`src/rtl/gcm_job_ctrl.sv`:
```
// Job sequencer between a host and a GCM engine: latches one job, pulses the engine, collects ct/tag, holds the response.
// Optional WAIT watchdog: define GCM_JOB_CTRL_TIMEOUT_EN to bound the engine wait by TIMEOUT_CYCLES.
module gcm_job_ctrl #(
    parameter int unsigned TIMEOUT_CYCLES = 1024
) (
    input  logic         clk,
    input  logic         rst,
    input  logic         req_valid,
    output logic         req_ready,
    input  logic [127:0] req_key,
    input  logic [95:0]  req_iv,
    input  logic [127:0] req_aad,
    input  logic [127:0] req_pt,
    input  logic [63:0]  req_aad_size,
    input  logic [63:0]  req_pt_size,
    output logic         eng_new,
    output logic [127:0] eng_key,
    output logic [95:0]  eng_iv,
    output logic [127:0] eng_aad,
    output logic [127:0] eng_pt,
    output logic [63:0]  eng_aad_size,
    output logic [63:0]  eng_pt_size,
    input  logic         eng_cp_ready,
    input  logic [127:0] eng_ct,
    input  logic         eng_tag_ready,
    input  logic [127:0] eng_tag,
    output logic         rsp_valid,
    input  logic         rsp_ready,
    output logic [127:0] rsp_ct,
    output logic [127:0] rsp_tag,
    output logic         rsp_err,
    output logic         busy
);
    typedef enum logic [1:0] {
        IDLE   = 2'd0,
        LAUNCH = 2'd1,
        WAIT   = 2'd2,
        DONE   = 2'd3
    } state_t;

    state_t        state_r, state_s;
    logic          req_ready_r, eng_new_r, rsp_valid_r, busy_r;
    logic          req_ready_s, eng_new_s, rsp_valid_s, busy_s;
    logic          ct_got_r, tag_got_r;
    logic [127:0]  ct_cap_r, tag_cap_r;
    logic [127:0]  key_r, aad_r, pt_r;
    logic [95:0]   iv_r;
    logic [63:0]   aad_size_r, pt_size_r;
    logic          req_fire_s, complete_s, timeout_s;

    assign req_fire_s = req_valid && req_ready_r;
    // A result pulse in the same cycle counts toward completion, so simultaneous arrival leaves WAIT at once.
    assign complete_s = (ct_got_r || eng_cp_ready) && (tag_got_r || eng_tag_ready);

`ifdef GCM_JOB_CTRL_TIMEOUT_EN
    logic [15:0] tmo_cnt_r;
    logic        rsp_err_r;

    // Watchdog fires on the last allowed WAIT cycle only if results are still missing.
    always_comb begin
        timeout_s = (tmo_cnt_r == 16'(TIMEOUT_CYCLES - 32'd1)) && !complete_s;
    end

    // WAIT-cycle counter, restarted for every launched job.
    always_ff @(posedge clk or posedge rst) begin
        if (rst) begin
            tmo_cnt_r <= 16'd0;
        end else if (state_r == LAUNCH) begin
            tmo_cnt_r <= 16'd0;
        end else if (state_r == WAIT) begin
            tmo_cnt_r <= tmo_cnt_r + 16'd1;
        end
    end

    // Error flag lives for the DONE phase of a timed-out job.
    always_ff @(posedge clk or posedge rst) begin
        if (rst) begin
            rsp_err_r <= 1'b0;
        end else if (state_r == WAIT && timeout_s) begin
            rsp_err_r <= 1'b1;
        end else if (state_r == DONE && rsp_ready) begin
            rsp_err_r <= 1'b0;
        end
    end

    assign rsp_err = rsp_err_r;
`else
    logic cfg_unused_s;

    assign timeout_s    = 1'b0;
    assign cfg_unused_s = (TIMEOUT_CYCLES > 32'd1);
    assign rsp_err      = 1'b0;
`endif

    // State and handshake-output register.
    always_ff @(posedge clk or posedge rst) begin
        if (rst) begin
            state_r     <= IDLE;
            req_ready_r <= 1'b0;
            eng_new_r   <= 1'b0;
            rsp_valid_r <= 1'b0;
            busy_r      <= 1'b0;
        end else begin
            state_r     <= state_s;
            req_ready_r <= req_ready_s;
            eng_new_r   <= eng_new_s;
            rsp_valid_r <= rsp_valid_s;
            busy_r      <= busy_s;
        end
    end

    // Next-state logic.
    always_comb begin
        state_s = state_r;
        case (state_r)
            IDLE: begin
                if (req_fire_s) state_s = LAUNCH;
                else            state_s = IDLE;
            end
            LAUNCH: state_s = WAIT;
            WAIT: begin
                if (complete_s || timeout_s) state_s = DONE;
                else                         state_s = WAIT;
            end
            DONE: begin
                if (rsp_ready) state_s = IDLE;
                else           state_s = DONE;
            end
            default: state_s = IDLE;
        endcase
    end

    // Outputs are decoded from the next state so the registered copies line up with the state they describe.
    always_comb begin
        req_ready_s = (state_s == IDLE);
        eng_new_s   = (state_s == LAUNCH);
        rsp_valid_s = (state_s == DONE);
        busy_s      = (state_s != IDLE);
    end

    // Job operands, loaded only on an accepted request so they hold through LAUNCH/WAIT/DONE.
    always_ff @(posedge clk or posedge rst) begin
        if (rst) begin
            key_r      <= 128'd0;
            iv_r       <= 96'd0;
            aad_r      <= 128'd0;
            pt_r       <= 128'd0;
            aad_size_r <= 64'd0;
            pt_size_r  <= 64'd0;
        end else if (req_fire_s) begin
            key_r      <= req_key;
            iv_r       <= req_iv;
            aad_r      <= req_aad;
            pt_r       <= req_pt;
            aad_size_r <= req_aad_size;
            pt_size_r  <= req_pt_size;
        end
    end

    // Engine result capture; later pulses overwrite, and a timeout zeroes whatever partial result was seen.
    always_ff @(posedge clk or posedge rst) begin
        if (rst) begin
            ct_got_r  <= 1'b0;
            tag_got_r <= 1'b0;
            ct_cap_r  <= 128'd0;
            tag_cap_r <= 128'd0;
        end else if (state_r == WAIT) begin
            if (eng_cp_ready) begin
                ct_got_r <= 1'b1;
                ct_cap_r <= eng_ct;
            end
            if (eng_tag_ready) begin
                tag_got_r <= 1'b1;
                tag_cap_r <= eng_tag;
            end
            if (timeout_s) begin
                ct_cap_r  <= 128'd0;
                tag_cap_r <= 128'd0;
            end
        end else if (state_r == DONE && rsp_ready) begin
            ct_got_r  <= 1'b0;
            tag_got_r <= 1'b0;
            ct_cap_r  <= 128'd0;
            tag_cap_r <= 128'd0;
        end
    end

    assign req_ready    = req_ready_r;
    assign eng_new      = eng_new_r;
    assign busy         = busy_r;
    assign rsp_valid    = rsp_valid_r;
    assign rsp_ct       = ct_cap_r;
    assign rsp_tag      = tag_cap_r;
    assign eng_key      = key_r;
    assign eng_iv       = iv_r;
    assign eng_aad      = aad_r;
    assign eng_pt       = pt_r;
    assign eng_aad_size = aad_size_r;
    assign eng_pt_size  = pt_size_r;
endmodule

```
`config.mk`:
```
export PLATFORM = sky130hd
export DESIGN_NAME = gcm_job_ctrl
export DESIGN_NICKNAME = d
export VERILOG_FILES = /design/src/rtl/gcm_job_ctrl.sv
export SDC_FILE = /design/constraint.sdc
export NUM_CORES = 2
export LEC_CHECK = 0
export CAP_MARGIN = 20
export CORE_AREA = 2 2 675 677
export DETAILED_ROUTE_END_ITERATION = 10
export DIE_AREA = 0 0 677 679
export PLACE_DENSITY_LB_ADDON = 0.08
export SLEW_MARGIN = 20
export SYNTH_ARGS = -nofsm -noshare
export SYNTH_HDL_FRONTEND = slang
export SYNTH_SLANG_ARGS = --single-unit
```
`constraint.sdc`:
```
create_clock -name clk -period 79.9 [get_ports clk]
set_clock_uncertainty 0.05 [all_clocks]
set_input_delay 7.99 -clock clk [delete_from_list [all_inputs] [get_ports clk]]
set_output_delay 7.99 -clock clk [all_outputs]
set_load 0.02 [all_outputs]
```
==> results_dict.tcl <==
set metrics [dict create \
    clock.fmax_ghz 0.0837 \
    p_leak_uw 0.0235 \
    dr_wl_met3_um 31900 \
    min_from "rsp_ct[32]$_DFFE_PP0P_" \
    cts_setup_buffers 0 \
    synth-seq-cells 872 \
    grtUsageTotal_pct 11.8 \
    post-route-period-util_pct 14.9 \
    crit_arrival_ns 12.58 \
    final_nets 4547 \
    ys_warn_count 0 \
    cp_slowest_cell "buf_4" \
    drt_pass1_iterations 6 \
    status "finished, final reports clean" \
    highest_layer "met5" \
    antenna_found_initial 238 \
    core_area_um2 452000 \
    detail_route.vias_per_cell 2.60 \
    path_clk_slew_ns 0.05 \
    fin_util_pct 13.5 \
    cap_viol_max_count 0 \
    power_density_nw_per_um2 44.4 \
    yosys.cell_types.count 23 \
    final_common_cell "clkdlybuf4s50_1" \
    layout-drive-gt1-share_pct 22.5 \
    worstPathRequired_ns 80.53 \
    final_antenna_net_count 0 \
    cts_hold_buf 0 \
    worst-r2r-setup-slack_ns 75.15 \
    cts_buffers 146 \
    hold_path_end "rsp_ct[32]$_DFFE_PP0P_" \
    syn_area_um2 32100 \
    cts_tree "done" \
    routed_wl_um 281000 \
    dieArea_um2 460000 \
    routed-via-count 25453 \
    fillerInstances 50546 \
    finalCriticalPeriod_ns 11.94 \
    initialDrtViolationCount 1013 \
    cts-resized-gates 0 \
    slew_headroom_pct 32.4 \
    place_ws_ns 67.00 \
    place_hpwl_um 231000 \
    clock_sinks 872 \
    critPathCaptureType "register" \
    fin_tns_setup_ns 0 \
    cp_max_fo 65 \
    cp_cell_sequence "clkdlybuf4s50_1, nand2_4, buf_4, buf_4, buf_4, buf_4, mux2_2" \
    grt_setup_unrepaired "false" \
    ys_seq_area_share_pct 68.0 \
    start_util_pct 7.10 \
    syn_nets 2759 \
    grt_overflow 0 \
    cp_common_cell "buf_4" \
    clockRootBuffer "clkbuf_16" \
    avgSynthCellArea_um2 17.0 \
    cp-start-kind "primary input" \
    r2r_cells 6 \
    worst_slack_ns 67.96 \
    htree_levels 4 \
    die_y_um 679 \
    gp_congestion 0.823 \
    syn_inst 1889 \
    tightestPinTransition_ns 1.01 \
    io_pins 1739 \
    remaining_drc_errors 0 \
    clock_latency_ns 0.86 \
    die_w_um 677 \
    mostFrequentLayoutCells "clkdlybuf4s50_1 (1737), dfrtp_1 (872), mux2_2 (608)" \
    numPortBuffers 1737 \
    ir_drop_mv 0.0174 \
    reg2reg_from "req_ready$_DFF_PP0_" \
    finalHoldViolCount 0 \
    critPathKind "in2reg" \
    register_area_um2 21800 \
    grt_pass1_wl_um 348000 \
    cpPeakStageDelay_ns 0.83 \
    grt_pass1_vias 26977 \
    cts_buffer_depth 4 \
    min_path_type "reg2reg" \
    wl_met2_um 141000 \
    finalSetupViolCount 0 \
    report.final.slew_viol_count 0 \
    multiInputGateArea_um2 9280 \
    hold_depth 1 \
    rr_endpoint "eng_pt_size[59]$_DFFE_PP0P_" \
    grt_start_max_net_pins 140 \
    area_delta_synth_final_pct 90.1 \
    met1_length_um 100000 \
    avgRoutedWirePerCell_um 28.7 \
    rows 247 \
]
[power breakdown]
group / switching, uW / internal [uW] / total, uW / leakage, uW
Sequential: 140 / 652 / 792 / 0.0106
Clock: 264 / 384 / 648 / 0.00225
Combinational: 706 / 566 / 1270 / 0.0106
Total: 1110 / 1600 / 2710 / 0.0235
[cell usage after synthesis, drive strengths merged]
master | number | area share (%)
dfrtp | 872 | 68
mux2 | 610 | 21
a22o | 256 | 7.0
buf | 126 | 3.2
nand2 | 7 | 0.13
a21oi | 2 | 0.031
and2 | 2 | 0.039
inv | 2 | 0.023
nor2 | 2 | 0.023
o21ai | 2 | 0.031
a21o | 1 | 0.023
and3 | 1 | 0.020
conb | 1 | 0.012
nand3b | 1 | 0.023
nor2b | 1 | 0.027
nor3 | 1 | 0.016
o221ai | 1 | 0.027
o311ai | 1 | 0.027
[worst max-delay path by stage]
stage / start / endpoint / depth (start not counted)
2_1_floorplan: rst / busy$_DFF_PP0_ / 1
3_3_place_gp: req_valid / eng_aad_size[44]$_DFFE_PP0P_ / 7
3_5_place_dp: req_valid / eng_pt_size[39]$_DFFE_PP0P_ / 7
4_1_cts: req_valid / eng_iv[55]$_DFFE_PP0P_ / 7
5_1_grt: req_valid / eng_pt_size[59]$_DFFE_PP0P_ / 7
6_report: req_valid / eng_pt_size[59]$_DFFE_PP0P_ / 7
[sequential cells by signal (all words and copies together) (netlist names), 2 cells and up]
signal and flops:
eng_pt_size 64, eng_iv 96, eng_aad_size 64, rsp_tag 128, eng_key 128, state_r 2, eng_pt 128, eng_aad 128
rsp_ct 128
[worst max-delay path, delay by kind of cell]
family | cells | cell delay [ns]
buf+inv | 5 | 3.37
simple gates | 1 | 0.42
mux | 1 | 0.41
[cells by family (layout without fill, tap and decap cells)]
group	after synthesis	in the layout	synth area share, %
flops	872	872	68.0
simple gates	15	15	0.277
other cells	1	45	0.0117
mux	610	610	21.4
compound gates	263	263	7.13
buf+inv	128	2010	3.18
[through the flow]
step	instance area (um^2)	power, uW	instances	hold WS [ns]
floorplan	32100	1310	1889	0.419
global placement	56200	2130	9502	0.432
detailed placement	56200	2120	9502	0.431
CTS	60800	2810	9744	0.449
global route	60900	2860	9748	0.457
finish	61000	2710	9791	0.445
[cell type report]
class | count | area share [%]
diodes | 44 | 0.180
clock buffers | 219 | 7.02
clock inverters | 23 | 0.517
inverters | 2 | 0.0246
multi-input cells | 889 | 15.2
flip-flops and latches | 872 | 35.8
well taps | 5976 | 12.3
repair buffers | 1766 | 29.1
[layer usage]
metal  track usage (%)  vias to the layer above
li1                  -                    10581
met1              12.2                    12859
met2              21.0                     1370
met3              6.34                      519
met4              2.36                      124
met5                 0                        -
Power figures use the tool's default switching activity.
==> RTL change, RTL diff (same flow settings) <==
Encoding of `state_t`: now one-hot (4 bits for 4 states).
--- a/src/rtl/gcm_job_ctrl.sv
+++ b/src/rtl/gcm_job_ctrl.sv
@@ -32,9 +32,9 @@
     output logic         busy
 );
-    typedef enum logic [1:0] {
-        IDLE   = 2'd0,
-        LAUNCH = 2'd1,
-        WAIT   = 2'd2,
-        DONE   = 2'd3
+    typedef enum logic [3:0] {
+        IDLE   = 4'b0001,
+        LAUNCH = 4'b0010,
+        WAIT   = 4'b0100,
+        DONE   = 4'b1000
     } state_t;
 
Formal check against the unedited RTL: same outputs for any inputs over 4 cycles, from zero or initial values and one cycle with rst high; so few cycles prove little.
==> RTL change against the unedited design <==
- utilization is 0.068 points higher
- clock power is 0.9% higher
- setup slack worse by 25 ps
- critical endpoint is now eng_aad[29]
- routed wire length is 6.7% higher
- largest power group unchanged
- power fell by 17%
- area after synthesis grew 0.48%
- via count rose by 22%
- final area increased by 0.50%
- global-route usage is 0.83 points higher
- sequential cell count increased by 2
- critical path depth up 1
==> RTL change: results (changes against the unedited design) <==
metric	value	unit	change
num-nonclk-inverters	3		+1
multi_input_cells	2116		+140%
antenna_cells	68		+55%
p_seq	0.000693	W	-12%
pre_cts_ws	66910	ps	-92.5 ps
fillers	51100		+1.2%
vias	30900		+22%
buffers	1775		+0.51%
multi_input_area	0.00936	mm2	+0.84%
finalNetCount	5786		+27%
hp-start	eng_aad[33]		
wl_per_cell	27.1	um	-5.6%
place_area	0.0565	mm2	+0.46%
final-seq-area	0.0219	mm2	+0.24%
clockBufferCount	226		+3.2%
worstMarginPinSlew	1130	ps	+113 ps
syn_inst	3186		+69%
yosysSeqAreaShare	67.8	%	-0.17 points
outcome	complete, no violations		
grt_max_degree	154		+10%
grt_pass1_wl	381	mm	+9.6%
layout-drive-gt1-share	5.26	%	-17 points
clock_cell_area_share	7.62	%	+0.089 points
cp_max_fo	69		+6.2%
synth-async-reset-ratio	100	%	unchanged
nonClkBufAreaFrac	29.0	%	-0.085 points
drt-initial-drc-count	1383		+37%
ir_worst_vdd	0.0130	mV	-26%
post-cts-setup-buffers	0		unchanged
first_global_vias	33400		+24%
synth.area.top_cells	dfrtp_1 68%, nand2_1 21%, a22o_1 7.0%		
clk_latency	840	ps	-20 ps
placedCellCount	10700		+13%
firstDrtPassIters	5		-1
power.switching	0.000912	W	-18%
switching_share	40.7	%	-0.20 points
finalWeightedCongestion	0.808		-1.9%
cts.sinks	874		+0.23%
leakage	26.5	nW	+13%
synth-compound-area-share	7.22	%	+0.094 points
hpwlAfterDp	242	mm	+4.8%
synth_commonest_cells	1825 x nand2_1, 873 x dfrtp_1, 256 x a22o_1		
-- RTL change: final timing paths --
kind / end / slack [ps] / cells past startpoint
max: eng_aad[29] / 67930 / 8
min: eng_aad[33] / 420 / 2
max reg2reg: eng_aad[29] / 75050 / 7
min reg2reg: eng_aad[33] / 420 / 2
max in group asynchronous: eng_pt_size[43] / 68290 / 6
min in group asynchronous: eng_key[18] / 7640 / 2
-- RTL change: worst reg2reg max path, cell delays in order, from the launching register on --
cell	delay, ps
dfrtp_1	470
nand2_4	640
buf_4	750
buf_4	770
buf_4	1020
buf_4	750
nand2_1	200
nand2_1	100
-- RTL change: layer usage --
layer / track usage, % / wire length [um] / vias up
met1: 12.3 / 102000 / 15400
met3: 5.87 / 29000 / 485
li1: - / - / 13700
met2: 24.0 / 159000 / 1281
met5: 0 / 420 / -
met4: 3.03 / 8510 / 62
